**config.mk**
```make
export PLATFORM = sky130hd
export DESIGN_NAME = monolith_sponge
export DESIGN_NICKNAME = d
export VERILOG_FILES = /design/src/rtl/monolith_pkg.sv /design/src/rtl/monolith_mod_add.sv /design/src/rtl/monolith_sponge.sv
export SDC_FILE = /design/constraint.sdc
export NUM_CORES = 1
export LEC_CHECK = 0
export BUFFER_PORTS_ARGS = -buffer_cell sky130_fd_sc_hd__buf_2
export CAP_MARGIN = 20
export CORE_AREA = 2 2 502 504
export DETAILED_ROUTE_END_ITERATION = 8
export DIE_AREA = 0 0 504 506
export PLACE_DENSITY_LB_ADDON = 0.25
export SLEW_MARGIN = 20
export SYNTH_ARGS = -nofsm -noshare
export SYNTH_HDL_FRONTEND = slang
export SYNTH_HIERARCHICAL = 1
export SYNTH_SLANG_ARGS = --single-unit
```
**constraint.sdc**
```tcl
create_clock -name clk -period 9.5 [get_ports clk]
set_input_delay 1.425 -clock clk [delete_from_list [all_inputs] [get_ports clk]]
set_output_delay 1.425 -clock clk [all_outputs]
set_load 0.1 [all_outputs]
```
**src/rtl/monolith_pkg.sv**
```systemverilog
// Shared types and helpers for the Monolith sponge front-end over GF(2^31-1).
// Latency: n/a (package only; functions are combinational).
// Backpressure: n/a.
//
// Holds the default geometry, the field word/state types, the sponge FSM
// encoding, and scalar field helpers for later squeeze/duplex blocks.
package monolith_pkg;

    localparam int DEF_WORD_WIDTH  = 31;
    localparam int DEF_STATE_SIZE  = 16;
    localparam int DEF_RATE        = 8;
    localparam int DEF_DIGEST_SIZE = 8;

    localparam logic [30:0] P = 31'h7FFFFFFF;

    typedef logic [30:0]   word_t;
    typedef word_t [0:15]  state_t;

    typedef enum logic [2:0] {
        ST_ABSORB  = 3'd0,
        ST_PAD     = 3'd1,
        ST_LAUNCH  = 3'd2,
        ST_PERMUTE = 3'd3,
        ST_SQUEEZE = 3'd4
    } fsm_t;

    // The all-ones word is the second encoding of zero in this field.
    function automatic word_t canon(word_t w);
        return (w == P) ? '0 : w;
    endfunction

    // Operands must already be canonical (< p); one conditional subtract suffices.
    function automatic word_t mod_add(word_t a, word_t b);
        logic [31:0] s;
        s = {1'b0, a} + {1'b0, b};
        return (s >= {1'b0, P}) ? word_t'(s - {1'b0, P}) : word_t'(s);
    endfunction

endpackage

```
**src/rtl/monolith_mod_add.sv**
```systemverilog
// Combinational adder modulo p = 2^WIDTH-1.
// Latency: 0 cycles (pure combinational).
// Backpressure: none; operands are expected to be canonical (< p).
//
// Ports: a, b -- canonical operands; sum -- (a + b) mod p.
module monolith_mod_add #(
    parameter int WIDTH = 31
) (
    input  logic [WIDTH-1:0] a,
    input  logic [WIDTH-1:0] b,
    output logic [WIDTH-1:0] sum
);

    localparam logic [WIDTH:0] P_EXT = {1'b0, {WIDTH{1'b1}}};

    logic [WIDTH:0] raw;

    always_comb begin
        raw = {1'b0, a} + {1'b0, b};
        sum = (raw >= P_EXT) ? WIDTH'(raw - P_EXT) : WIDTH'(raw);
    end

endmodule

```
**src/rtl/monolith_sponge.sv**
```systemverilog
// Sponge front-end: absorbs RATE words per block, runs the external Monolith core, squeezes a digest.
// Latency: one cycle per accepted word, +1 pad cycle, +1 launch cycle, + core latency per block.
// Backpressure: in_ready low outside ABSORB; digest held until digest_ready.
//
// Ports: clk/reset (async, active-low); in_valid/in_ready/in_word/in_last message stream;
// perm_reset/perm_state_in/perm_state_out/perm_valid to the permutation core (word i at
// bits [i*WORD_WIDTH +: WORD_WIDTH]); digest/digest_valid/digest_ready result handshake.
// Optional macro MONOLITH_SPONGE_PERF_EN adds perm_count and busy_cycles counters.
module monolith_sponge
    import monolith_pkg::*;
#(
    parameter int WORD_WIDTH  = DEF_WORD_WIDTH,
    parameter int STATE_SIZE  = DEF_STATE_SIZE,
    parameter int RATE        = DEF_RATE,
    parameter int DIGEST_SIZE = DEF_DIGEST_SIZE
) (
    input  logic                             clk,
    input  logic                             reset,
    input  logic                             in_valid,
    output logic                             in_ready,
    input  logic [WORD_WIDTH-1:0]            in_word,
    input  logic                             in_last,
    output logic                             perm_reset,
    output logic [STATE_SIZE*WORD_WIDTH-1:0] perm_state_in,
    input  logic [STATE_SIZE*WORD_WIDTH-1:0] perm_state_out,
    input  logic                             perm_valid,
    output logic [DIGEST_SIZE*WORD_WIDTH-1:0] digest,
    output logic                             digest_valid,
    input  logic                             digest_ready
`ifdef MONOLITH_SPONGE_PERF_EN
    ,
    output logic [31:0]                      perm_count,
    output logic [31:0]                      busy_cycles
`endif
);

    localparam int IDX_W = (RATE > 1) ? $clog2(RATE) : 1;
    localparam logic [WORD_WIDTH-1:0] P_W = {WORD_WIDTH{1'b1}};

    logic [WORD_WIDTH-1:0] state_q [STATE_SIZE];
    logic [WORD_WIDTH-1:0] state_d [STATE_SIZE];
    logic [IDX_W-1:0]      idx_q, idx_d;
    fsm_t                  fsm_q, fsm_d;
    logic                  pad_pending_q, pad_pending_d;
    logic                  final_q, final_d;

    logic [WORD_WIDTH-1:0] cur_word;
    logic [WORD_WIDTH-1:0] addend;
    logic [WORD_WIDTH-1:0] sum;

    // Only rate words are ever addressed by idx; capacity words are untouched.
    always_comb begin
        cur_word = '0;
        for (int i = 0; i < RATE; i++) begin
            if (idx_q == IDX_W'(i)) cur_word = state_q[i];
        end
    end

    // PAD adds the constant 1; otherwise the canonicalised message word.
    assign addend = (fsm_q == ST_PAD) ? WORD_WIDTH'(1)
                  : ((in_word == P_W) ? '0 : in_word);

    monolith_mod_add #(.WIDTH(WORD_WIDTH)) u_add (
        .a   (cur_word),
        .b   (addend),
        .sum (sum)
    );

    assign in_ready     = (fsm_q == ST_ABSORB);
    assign perm_reset   = (fsm_q != ST_PERMUTE);
    assign digest_valid = (fsm_q == ST_SQUEEZE);

    always_comb begin
        perm_state_in = '0;
        for (int i = 0; i < STATE_SIZE; i++) perm_state_in[i*WORD_WIDTH +: WORD_WIDTH] = state_q[i];
        digest = '0;
        for (int i = 0; i < DIGEST_SIZE; i++) digest[i*WORD_WIDTH +: WORD_WIDTH] = state_q[i];
    end

    always_comb begin
        for (int i = 0; i < STATE_SIZE; i++) state_d[i] = state_q[i];
        idx_d         = idx_q;
        fsm_d         = fsm_q;
        pad_pending_d = pad_pending_q;
        final_d       = final_q;
        case (fsm_q)
            ST_ABSORB: begin
                if (in_valid) begin
                    for (int i = 0; i < RATE; i++) begin
                        if (idx_q == IDX_W'(i)) state_d[i] = sum;
                    end
                    if (idx_q == IDX_W'(RATE-1)) begin
                        // Last word filling the block: the pad needs a block of its own.
                        pad_pending_d = in_last;
                        fsm_d         = ST_LAUNCH;
                    end else begin
                        idx_d = idx_q + 1'b1;
                        if (in_last) fsm_d = ST_PAD;
                    end
                end
            end
            ST_PAD: begin
                for (int i = 0; i < RATE; i++) begin
                    if (idx_q == IDX_W'(i)) state_d[i] = sum;
                end
                idx_d         = idx_q + 1'b1;
                final_d       = 1'b1;
                pad_pending_d = 1'b0;
                fsm_d         = ST_LAUNCH;
            end
            ST_LAUNCH: begin
                idx_d = '0;
                fsm_d = ST_PERMUTE;
            end
            ST_PERMUTE: begin
                if (perm_valid) begin
                    for (int i = 0; i < STATE_SIZE; i++)
                        state_d[i] = perm_state_out[i*WORD_WIDTH +: WORD_WIDTH];
                    if (pad_pending_q)  fsm_d = ST_PAD;
                    else if (final_q)   fsm_d = ST_SQUEEZE;
                    else                fsm_d = ST_ABSORB;
                end
            end
            ST_SQUEEZE: begin
                if (digest_ready) begin
                    for (int i = 0; i < STATE_SIZE; i++) state_d[i] = '0;
                    final_d = 1'b0;
                    fsm_d   = ST_ABSORB;
                end
            end
            default: fsm_d = ST_ABSORB;
        endcase
    end

    always_ff @(posedge clk or negedge reset) begin
        if (!reset) begin
            for (int i = 0; i < STATE_SIZE; i++) state_q[i] <= '0;
            idx_q         <= '0;
            fsm_q         <= ST_ABSORB;
            pad_pending_q <= 1'b0;
            final_q       <= 1'b0;
        end else begin
            for (int i = 0; i < STATE_SIZE; i++) state_q[i] <= state_d[i];
            idx_q         <= idx_d;
            fsm_q         <= fsm_d;
            pad_pending_q <= pad_pending_d;
            final_q       <= final_d;
        end
    end

`ifdef MONOLITH_SPONGE_PERF_EN
    logic [31:0] perm_count_q, perm_count_d;
    logic [31:0] busy_cycles_q, busy_cycles_d;

    always_comb begin
        perm_count_d  = perm_count_q;
        busy_cycles_d = busy_cycles_q;
        if (fsm_q == ST_LAUNCH && perm_count_q != 32'hFFFF_FFFF) perm_count_d = perm_count_q + 32'd1;
        if (fsm_q == ST_PERMUTE) busy_cycles_d = busy_cycles_q + 32'd1;
    end

    always_ff @(posedge clk or negedge reset) begin
        if (!reset) begin
            perm_count_q  <= '0;
            busy_cycles_q <= '0;
        end else begin
            perm_count_q  <= perm_count_d;
            busy_cycles_q <= busy_cycles_d;
        end
    end

    assign perm_count  = perm_count_q;
    assign busy_cycles = busy_cycles_q;
`endif

endmodule

```
==> results of run 1 <==
==> through the flow <==
stage / setup WS, ns / std cells / utilization (%)
finish: 1.42 / 7832 / 16.0
global route: 1.10 / 7788 / 16.0
CTS: 1.46 / 7783 / 16.0
detailed placement: 0.903 / 7645 / 15.0
global placement: 0.992 / 7645 / 15.0
floorplan: 3.40 / 3477 / -
==> worst max path at each step <==
stage                       end  slack (ns)  cells past startpoint
floorplan           digest[125]        3.40                     21
global placement     digest[75]        0.99                     22
detailed placement  digest[136]        0.90                     22
CTS                 digest[135]        1.46                     23
global route        digest[230]        1.10                     23
finish              digest[135]        1.42                     23
==> per-layer routing <==
metal	vias up	track usage [%]	routed length, um
met5	-	0	1290
met4	204	3.75	5640
met3	414	9.98	32000
met2	1565	25.5	96800
met1	14900	23.0	101000
li1	13300	-	-
==> Yosys cell counts (3+ instances only) <==
cell	n
sky130_fd_sc_hd__and2_1	37
sky130_fd_sc_hd__xor2_1	22
sky130_fd_sc_hd__a21oi_1	443
sky130_fd_sc_hd__and3_1	37
sky130_fd_sc_hd__a21o_1	6
sky130_fd_sc_hd__nand4_1	22
sky130_fd_sc_hd__nor3_1	19
sky130_fd_sc_hd__buf_1	32
sky130_fd_sc_hd__mux2i_1	224
sky130_fd_sc_hd__a31oi_1	36
sky130_fd_sc_hd__o21ai_1	31
sky130_fd_sc_hd__nor4_2	3
sky130_fd_sc_hd__a21oi_2	3
sky130_fd_sc_hd__a22oi_1	5
sky130_fd_sc_hd__nand3_1	13
sky130_fd_sc_hd__nand2b_1	6
sky130_fd_sc_hd__xnor2_1	20
sky130_fd_sc_hd__dfrtp_1	504
sky130_fd_sc_hd__buf_6	18
sky130_fd_sc_hd__nor2b_1	8
sky130_fd_sc_hd__buf_4	262
sky130_fd_sc_hd__a21boi_0	4
sky130_fd_sc_hd__nand2_1	622
sky130_fd_sc_hd__ha_1	38
sky130_fd_sc_hd__o22ai_1	65
sky130_fd_sc_hd__and4b_1	3
sky130_fd_sc_hd__nor4_1	9
sky130_fd_sc_hd__inv_1	265
sky130_fd_sc_hd__o21ai_0	257
sky130_fd_sc_hd__o211ai_1	5
sky130_fd_sc_hd__or3_1	7
sky130_fd_sc_hd__buf_2	58
sky130_fd_sc_hd__nor2_1	100
sky130_fd_sc_hd__o21a_1	6
sky130_fd_sc_hd__nand3b_1	33
sky130_fd_sc_hd__and4_1	4
sky130_fd_sc_hd__o31a_1	3
sky130_fd_sc_hd__o21ai_2	3
sky130_fd_sc_hd__o21bai_1	3
sky130_fd_sc_hd__clkbuf_1	145
sky130_fd_sc_hd__a221oi_1	32
sky130_fd_sc_hd__a211o_1	3
sky130_fd_sc_hd__or2_2	5
==> area by class of cell <==
type                       instances  share of cell area, %
sequential                       504                   31.5
multi-input combinational       2190                   31.7
inverter                         267                   2.50
tap                             3348                   10.4
timing repair buffer            1336                   17.2
antenna                           49                  0.306
clock buffer                     105                   5.32
clock inverter                    33                   1.01
==> critical path, stage by stage, from the launching register on <==
cell and delay [ns]:
sky130_fd_sc_hd__dfrtp_1 0.44, sky130_fd_sc_hd__inv_1 0.22, sky130_fd_sc_hd__ha_4 0.51, sky130_fd_sc_hd__buf_4 0.41, sky130_fd_sc_hd__buf_4 0.26, sky130_fd_sc_hd__nand3b_1 0.09
sky130_fd_sc_hd__a221oi_1 0.45, sky130_fd_sc_hd__o22ai_1 0.29, sky130_fd_sc_hd__a21oi_1 0.54, sky130_fd_sc_hd__ha_1 0.42, sky130_fd_sc_hd__a21oi_1 0.27, sky130_fd_sc_hd__o21ai_0 0.13
sky130_fd_sc_hd__a221o_1 0.41, sky130_fd_sc_hd__or4_4 0.58, sky130_fd_sc_hd__a211o_1 0.28, sky130_fd_sc_hd__and4_1 0.28, sky130_fd_sc_hd__and4bb_4 0.25, sky130_fd_sc_hd__a41oi_4 0.43
sky130_fd_sc_hd__buf_4 0.33, sky130_fd_sc_hd__nor3_1 0.09, sky130_fd_sc_hd__xnor2_1 0.14, sky130_fd_sc_hd__and3_1 0.79, sky130_fd_sc_hd__a21oi_1 0.08, sky130_fd_sc_hd__a31oi_1 0.22
==> registers in the layout (all words and copies together) (netlist names) <==
| name | flops |
|---|---|
| final_q | 1 |
| perm_state_in | 248 |
| pad_pending_q | 1 |
| digest | 248 |
| idx_q | 3 |
| fsm_q | 3 |
==> kinds of logic after synthesis <==
family,count (synthesis)
AND/OR/NAND/NOR,953
AO/OA/AOI/OAI,930
buffers and inverters,783
flip-flops,504
multiplexers,226
XOR/XNOR,42
adder cells (fa/ha/maj),39
==> summary.md, run 1 <==
| Metric | Value |
|---|---|
| Status | `complete, no violations` |
| Multiplexer share of the synthesized area | `7.71%` |
| Simple logic cell fraction of the synthesized area | `14.7%` |
| Synth Instances | `3,477` |
| Worst Hold Slack | `0.473 ns` |
| Largest family of logic cells by synthesized area | `compound AO/OA/AOI/OAI gates` |
| Synthesized-area fraction occupied by ao, oa, aoi and oai cells | `17.6%` |
| DRC marker count from the first detailed-route iteration | `2,228` |
| Via count normalized by instance count | `3.88` |
| Post-route ant nets | `0` |
| Final net count | `4,948` |
| Pre-Repair DR Iteration Count | `6` |
| CP Data Arrival Time | `8.66 ns` |
| Number of antenna violations at the first check in global routing | `222` |
| Resized cells post-CTS | `0` |
| Worst setup skew after layout | `0.0292 ns` |
| Total non-filler cell area in the finished layout | `40,100 um^2` |
| DRC | `0` |
| Number of buffers added on ports | `1,279` |
| Fraction of final layout cells sized beyond drive strength 1 | `33.9%` |
| Worst setup SP type | `register` |
| Avg Cell Area, Syn | `8.45 um^2` |
| Total number of vias | `30,400` |
| Sum of overflow across all layers after global routing | `0` |
| CTS tree | `built` |
| Worst reg2reg endpoint | `digest[135]` |
| Slew headroom | `32.1%` |
| Fraction of synthesized cell area in xor and xnor cells | `1.25%` |
| Number of enable-type register cells in the synthesized netlist | `0` |
| Max clock buf depth | `3` |
| Initial standard-cell utilization of the core | `11.7%` |
| Total clock sinks | `504` |
| Most frequent standard cell in the layout excluding fill and tap cells | `sky130_fd_sc_hd__buf_2` |
| Routed wire length | `237 mm` |
| Number of global-route vias before repair | `28,700` |
| Adder-cell share of the synthesized area | `1.69%` |
| I/O pin count | `1,280` |
| Final period util | `85.0%` |
| Fmax | `124 MHz` |
| Leading cell types in the layout, fill and taps excluded | `sky130_fd_sc_hd__buf_2 (1,278), sky130_fd_sc_hd__nand2_1 (620), sky130_fd_sc_hd__dfrtp_1 (504), sky130_fd_sc_hd__a21oi_1 (443), sky130_fd_sc_hd__inv_1 (264)` |
| Transition time at the pin with the least slew margin | `1.02 ns` |
| Maximum number of pins on one net before global-route repair | `160` |
| Final Setup Violations | `0` |
| Critical hold path startpoint | `perm_state_in[320]` |
| Filler instances | `28,600` |
| Synth-to-Final Area Change | `36.5%` |
| Post-CTS clock slew at the launch and capture registers of the worst setup and hold paths | `0.05 ns` |
| Critical path type | `register to register` |
| Critical-path maximum fanout | `33` |
| Largest area contributor in the synthesized netlist | `sky130_fd_sc_hd__dfrtp_1` |
| Critical path launch point | `idx_q[0]` |
| Placeable core region | `250,000 um^2` |
| Number of buffers added by the clock tree synthesis step | `77` |
| Die area | `255,000 um^2` |
| Worst hold path type | `register to register` |
| Length in cells of the worst reg-to-reg path | `23` |
| Floorplan die height | `506 um` |
| Main flop type after synthesis | `sky130_fd_sc_hd__dfrtp_1` |
| WL per Instance | `30.2 um` |
| End point of the worst hold path | `perm_state_in[320]` |
| Unrepaired setup endpoints after global routing | `no` |
| Synthesized net count | `4,049` |
| Total of hold buffers inserted after clock tree synthesis | `0` |
| Synth cell types | `93` |
| Nature of the critical path endpoint | `register` |
| DIE WIDTH | `504 um` |
| CTS H-Tree Depth | `3` |
| Fraction of synthesis flops using an asynchronous set or reset pin | `100%` |
| Sequential area share after synthesis | `42.9%` |
| Origin of the critical flop-to-flop path | `idx_q[0]` |
| Count of final hold-check violations | `0` |
| Placed Area | `37,400 um^2` |
| Critical path data required time | `10.08 ns` |
| Max-Cap Viols | `0` |
| Slack of the worst reg-to-reg path | `1.42 ns` |
| Netlist Area Pre-Place | `29,400 um^2` |
| Register bit count reported by yosys | `504` |
| Synth warnings | `6` |
| Gr usage total | `17.8%` |
| Leading post-synthesis cells by cell area | `sky130_fd_sc_hd__dfrtp_1 (43%), sky130_fd_sc_hd__nand2_1 (8.0%), sky130_fd_sc_hd__mux2i_1 (7.6%), sky130_fd_sc_hd__a21oi_1 (7.6%), sky130_fd_sc_hd__buf_4 (6.7%)` |
| Clock Tree Root | `sky130_fd_sc_hd__clkbuf_16` |
| FF/Latch Area | `12,600 um^2` |
| Synth top area share | `42.9%` |
| Combined area of the multi-input logic cells | `12,700 um^2` |
| Pins over their slew limit | `0` |
| Fin Setup TNS | `0 ns` |
| Dpl hpwl | `195 mm` |
| Post-CTS setup buffer count | `0` |
| Worst skew pair latency | `0.70 ns` |
| Hold Path Depth | `2` |
| Clock period minus worst slack | `8.08 ns` |
| Std cell rows | `184` |
| Gpl congestion | `0.904` |
| Wire length of the first global-routing pass | `302 mm` |
Power of run 1 is not shown: default switching activity piles up to over one toggle a cycle in this logic, so the estimate is an artifact.
==> run 2, diff against run 1 <==
--- a/config.mk
+++ b/config.mk
@@ -5,11 +5,11 @@
 export SDC_FILE = /design/constraint.sdc
 export NUM_CORES = 1
 export LEC_CHECK = 0
-export BUFFER_PORTS_ARGS = -buffer_cell sky130_fd_sc_hd__buf_2
 export CAP_MARGIN = 20
 export CORE_AREA = 2 2 502 504
 export DETAILED_ROUTE_END_ITERATION = 8
 export DIE_AREA = 0 0 504 506
+export DONT_BUFFER_PORTS = 1
 export PLACE_DENSITY_LB_ADDON = 0.25
 export SLEW_MARGIN = 20
 export SYNTH_ARGS = -nofsm -noshare
==> constraint.sdc (replaced) <==
create_clock -name clk -period 8.5 [get_ports clk]
set_input_delay 1.275 -clock clk [delete_from_list [all_inputs] [get_ports clk]]
set_output_delay 1.275 -clock clk [all_outputs]
set_load 0.1 [all_outputs]
==> summary.md, run 2 (synthesis gave the netlist of run 1 again) <==
| Metric | Value |
|---|---|
| Critical-path maximum fanout | `25 (was 33)` |
| Final period util | `92.5% (was 85.0%)` |
| Max clock buf depth | `3 (unchanged)` |
| Final net count | `3,899 (was 4,948)` |
| Gpl congestion | `0.902 (was 0.904)` |
| Worst setup skew after layout | `0.0446 ns (was 0.0292 ns)` |
| Status | `complete, no violations (unchanged)` |
| Total clock sinks | `504 (unchanged)` |
| Slack of the worst reg-to-reg path | `0.64 ns (was 1.42 ns)` |
| Resized cells post-CTS | `0 (unchanged)` |
| Routed wire length | `235 mm (was 237 mm)` |
| Stages on the worst setup path | `23 (unchanged)` |
| CP Data Arrival Time | `8.46 ns (was 8.66 ns)` |
| Worst setup SP type | `register (unchanged)` |
| Slowest cell on the critical path | `sky130_fd_sc_hd__o22ai_1 (was sky130_fd_sc_hd__and3_1)` |
| Pre-Repair DR Iteration Count | `7 (was 6)` |
| CTS tree | `built (unchanged)` |
| Wire length of the first global-routing pass | `296 mm (was 302 mm)` |
| Leading cell types in the layout, fill and taps excluded | `sky130_fd_sc_hd__nand2_1 (620), sky130_fd_sc_hd__a21oi_1 (443), sky130_fd_sc_hd__buf_4 (275), sky130_fd_sc_hd__inv_1 (265), sky130_fd_sc_hd__o21ai_0 (257) (was sky130_fd_sc_hd__buf_2 (1,278), sky130_fd_sc_hd__nand2_1 (620), sky130_fd_sc_hd__dfrtp_1 (504), sky130_fd_sc_hd__a21oi_1 (443), sky130_fd_sc_hd__inv_1 (264))` |
| CTS H-Tree Depth | `3 (unchanged)` |
| Placeable core region | `250,000 um^2 (unchanged)` |
| DRC marker count from the first detailed-route iteration | `2,228 (unchanged)` |
| Nature of the critical path endpoint | `register (unchanged)` |
| Post-route ant nets | `0 (unchanged)` |
| Max-Cap Viols | `0 (unchanged)` |
| Count of final hold-check violations | `0 (unchanged)` |
| Dpl hpwl | `192 mm (was 195 mm)` |
| Post-CTS setup buffer count | `0 (unchanged)` |
| Total of hold buffers inserted after clock tree synthesis | `0 (unchanged)` |
| Origin of the critical flop-to-flop path | `idx_q[0] (unchanged)` |
| Slew headroom | `22.9% (was 32.1%)` |
| DIE WIDTH | `504 um (unchanged)` |
| CP Cell Sequence | `inv_1, ha_4, and2_1, nand2_2, o22ai_1, a21oi_1, ha_1, fa_1, a21o_1, a221oi_4, nor2_1, or4_4, a211o_1, and4_1, and4bb_4, a41oi_4, buf_4, nor4_2, xnor2_1, and3_1, buf_4, a21oi_1, a31oi_1 (was inv_1, ha_4, buf_4, buf_4, nand3b_1, a221oi_1, o22ai_1, a21oi_1, ha_1, a21oi_1, o21ai_0, a221o_1, or4_4, a211o_1, and4_1, and4bb_4, a41oi_4, buf_4, nor3_1, xnor2_1, and3_1, a21oi_1, a31oi_1)` |
| Floorplan die height | `506 um (unchanged)` |
| Filler instances | `28,500 (was 28,600)` |
| Kind of cell with the highest combined delay on the critical path | `simple AND/OR/NAND/NOR gates (was compound AO/OA/AOI/OAI gates)` |
| Total number of vias | `26,300 (was 30,400)` |
| Number of buffers added on ports | `0 (was 1,279)` |
| Sum of met3 wire segment lengths after detailed routing | `35.9 mm (was 32.0 mm)` |
| Pins over their slew limit | `0 (unchanged)` |
| Critical path data required time | `9.09 ns (was 10.08 ns)` |
| Clock period minus worst slack | `7.86 ns (was 8.08 ns)` |
| Via count normalized by instance count | `3.88 (about the same)` |
| WL per Instance | `34.7 um (was 30.2 um)` |
| Number of antenna violations at the first check in global routing | `213 (was 222)` |
| Critical path launch point | `idx_q[0] (unchanged)` |
| Detailed route wirelength on metal2 | `95.5 mm (was 96.8 mm)` |
| Metal-1 WL | `96.3 mm (was 101 mm)` |
| Std cell rows | `184 (unchanged)` |
| DRC | `0 (unchanged)` |
| Initial standard-cell utilization of the core | `11.7% (unchanged)` |
| I/O pin count | `1,280 (unchanged)` |
| Fraction of final layout cells sized beyond drive strength 1 | `21.0% (was 33.9%)` |
| Number of buffers added by the clock tree synthesis step | `81 (was 77)` |
| Post-CTS clock slew at the launch and capture registers of the worst setup and hold paths | `0.06 ns (was 0.05 ns)` |
| Final Setup Violations | `0 (unchanged)` |
| Critical path endpoint | `digest[146] (was digest[135])` |
| Unrepaired setup endpoints after global routing | `no (unchanged)` |
| Sum of overflow across all layers after global routing | `0 (unchanged)` |
| Worst skew pair latency | `0.73 ns (was 0.70 ns)` |
| Gr usage total | `17.8% (about the same)` |
| Fmax | `127 MHz (was 124 MHz)` |
| Critical path type | `register to register (unchanged)` |
| Clock Tree Root | `sky130_fd_sc_hd__clkbuf_16 (unchanged)` |
| Uppermost layer routed | `met5 (unchanged)` |
| Number of global-route vias before repair | `25,100 (was 28,700)` |
| Maximum number of pins on one net before global-route repair | `505 (was 160)` |
| Worst reg2reg endpoint | `digest[146] (was digest[135])` |
| Synth-to-Final Area Change | `22.4% (was 36.5%)` |
| Most frequent standard cell in the layout excluding fill and tap cells | `sky130_fd_sc_hd__nand2_1 (was sky130_fd_sc_hd__buf_2)` |
| Die area | `255,000 um^2 (unchanged)` |
| Transition time at the pin with the least slew margin | `1.16 ns (was 1.02 ns)` |
| Crit path buffers/inverters | `3 (was 4)` |
| Fin Setup TNS | `0 ns (unchanged)` |
| Length in cells of the worst reg-to-reg path | `23 (unchanged)` |
| Worst hold path type | `input pin to async pin (was register to register)` |
| Delay contributed by the slowest stage of the critical path | `0.73 ns (was 0.79 ns)` |
## run 2: worst min-delay path by stage
stage                                     to  cells past startpoint
final                     perm_state_in[460]                      0
after global routing      perm_state_in[468]                      0
after CTS                 perm_state_in[460]                      0
after detailed placement             final_q                      2
after global placement               final_q                      2
after floorplan                      final_q                      2
## run 2: layout make-up
| class | count | area [um^2] | share of cell area [%] |
|---|---|---|---|
| Antenna cell | 44 | 110 | 0.306 |
| Clock buffer | 110 | 2320 | 6.45 |
| Clock inverter | 34 | 417 | 1.16 |
| Inverter | 267 | 1000 | 2.79 |
| Multi-Input combinational cell | 2190 | 12700 | 35.4 |
| Sequential cell | 504 | 12900 | 36.0 |
| Tap cell | 3348 | 4190 | 11.7 |
| Timing Repair Buffer | 283 | 2250 | 6.25 |
## run 2: metrics by stage
step,util [%],std cells,instance area [um^2],worst slack (ns),hold WS [ns]
detailed placement,13.2,6589,33000,0.179,0.475
global placement,13.2,6589,33000,0.228,0.476
global route,14.3,6739,35800,0.159,0.178
CTS,14.3,6733,35700,0.391,0.167
floorplan,-,3477,29400,2.44,0.450
finish,14.4,6780,35900,0.638,0.252
## run 2: worst register-to-register path: stages, from the launching register on
cell and delay (ns):
sky130_fd_sc_hd__dfrtp_1 0.44, sky130_fd_sc_hd__inv_1 0.23, sky130_fd_sc_hd__ha_4 0.44, sky130_fd_sc_hd__and2_1 0.38, sky130_fd_sc_hd__nand2_2 0.49, sky130_fd_sc_hd__o22ai_1 0.76
sky130_fd_sc_hd__a21oi_1 0.15, sky130_fd_sc_hd__ha_1 0.27, sky130_fd_sc_hd__fa_1 0.44, sky130_fd_sc_hd__a21o_1 0.23, sky130_fd_sc_hd__a221oi_4 0.46, sky130_fd_sc_hd__nor2_1 0.19
sky130_fd_sc_hd__or4_4 0.55, sky130_fd_sc_hd__a211o_1 0.28, sky130_fd_sc_hd__and4_1 0.27, sky130_fd_sc_hd__and4bb_4 0.25, sky130_fd_sc_hd__a41oi_4 0.54, sky130_fd_sc_hd__buf_4 0.22
sky130_fd_sc_hd__nor4_2 0.04, sky130_fd_sc_hd__xnor2_1 0.21, sky130_fd_sc_hd__and3_1 0.47, sky130_fd_sc_hd__buf_4 0.21, sky130_fd_sc_hd__a21oi_1 0.04, sky130_fd_sc_hd__a31oi_1 0.19
## run 2: layer usage
layer	up-vias	global-route usage [%]
met2	1566	25.4
met3	429	12.0
met4	220	3.96
met1	12900	21.7
met5	-	0
li1	11200	-
Power of run 2 is left out for the same reason.
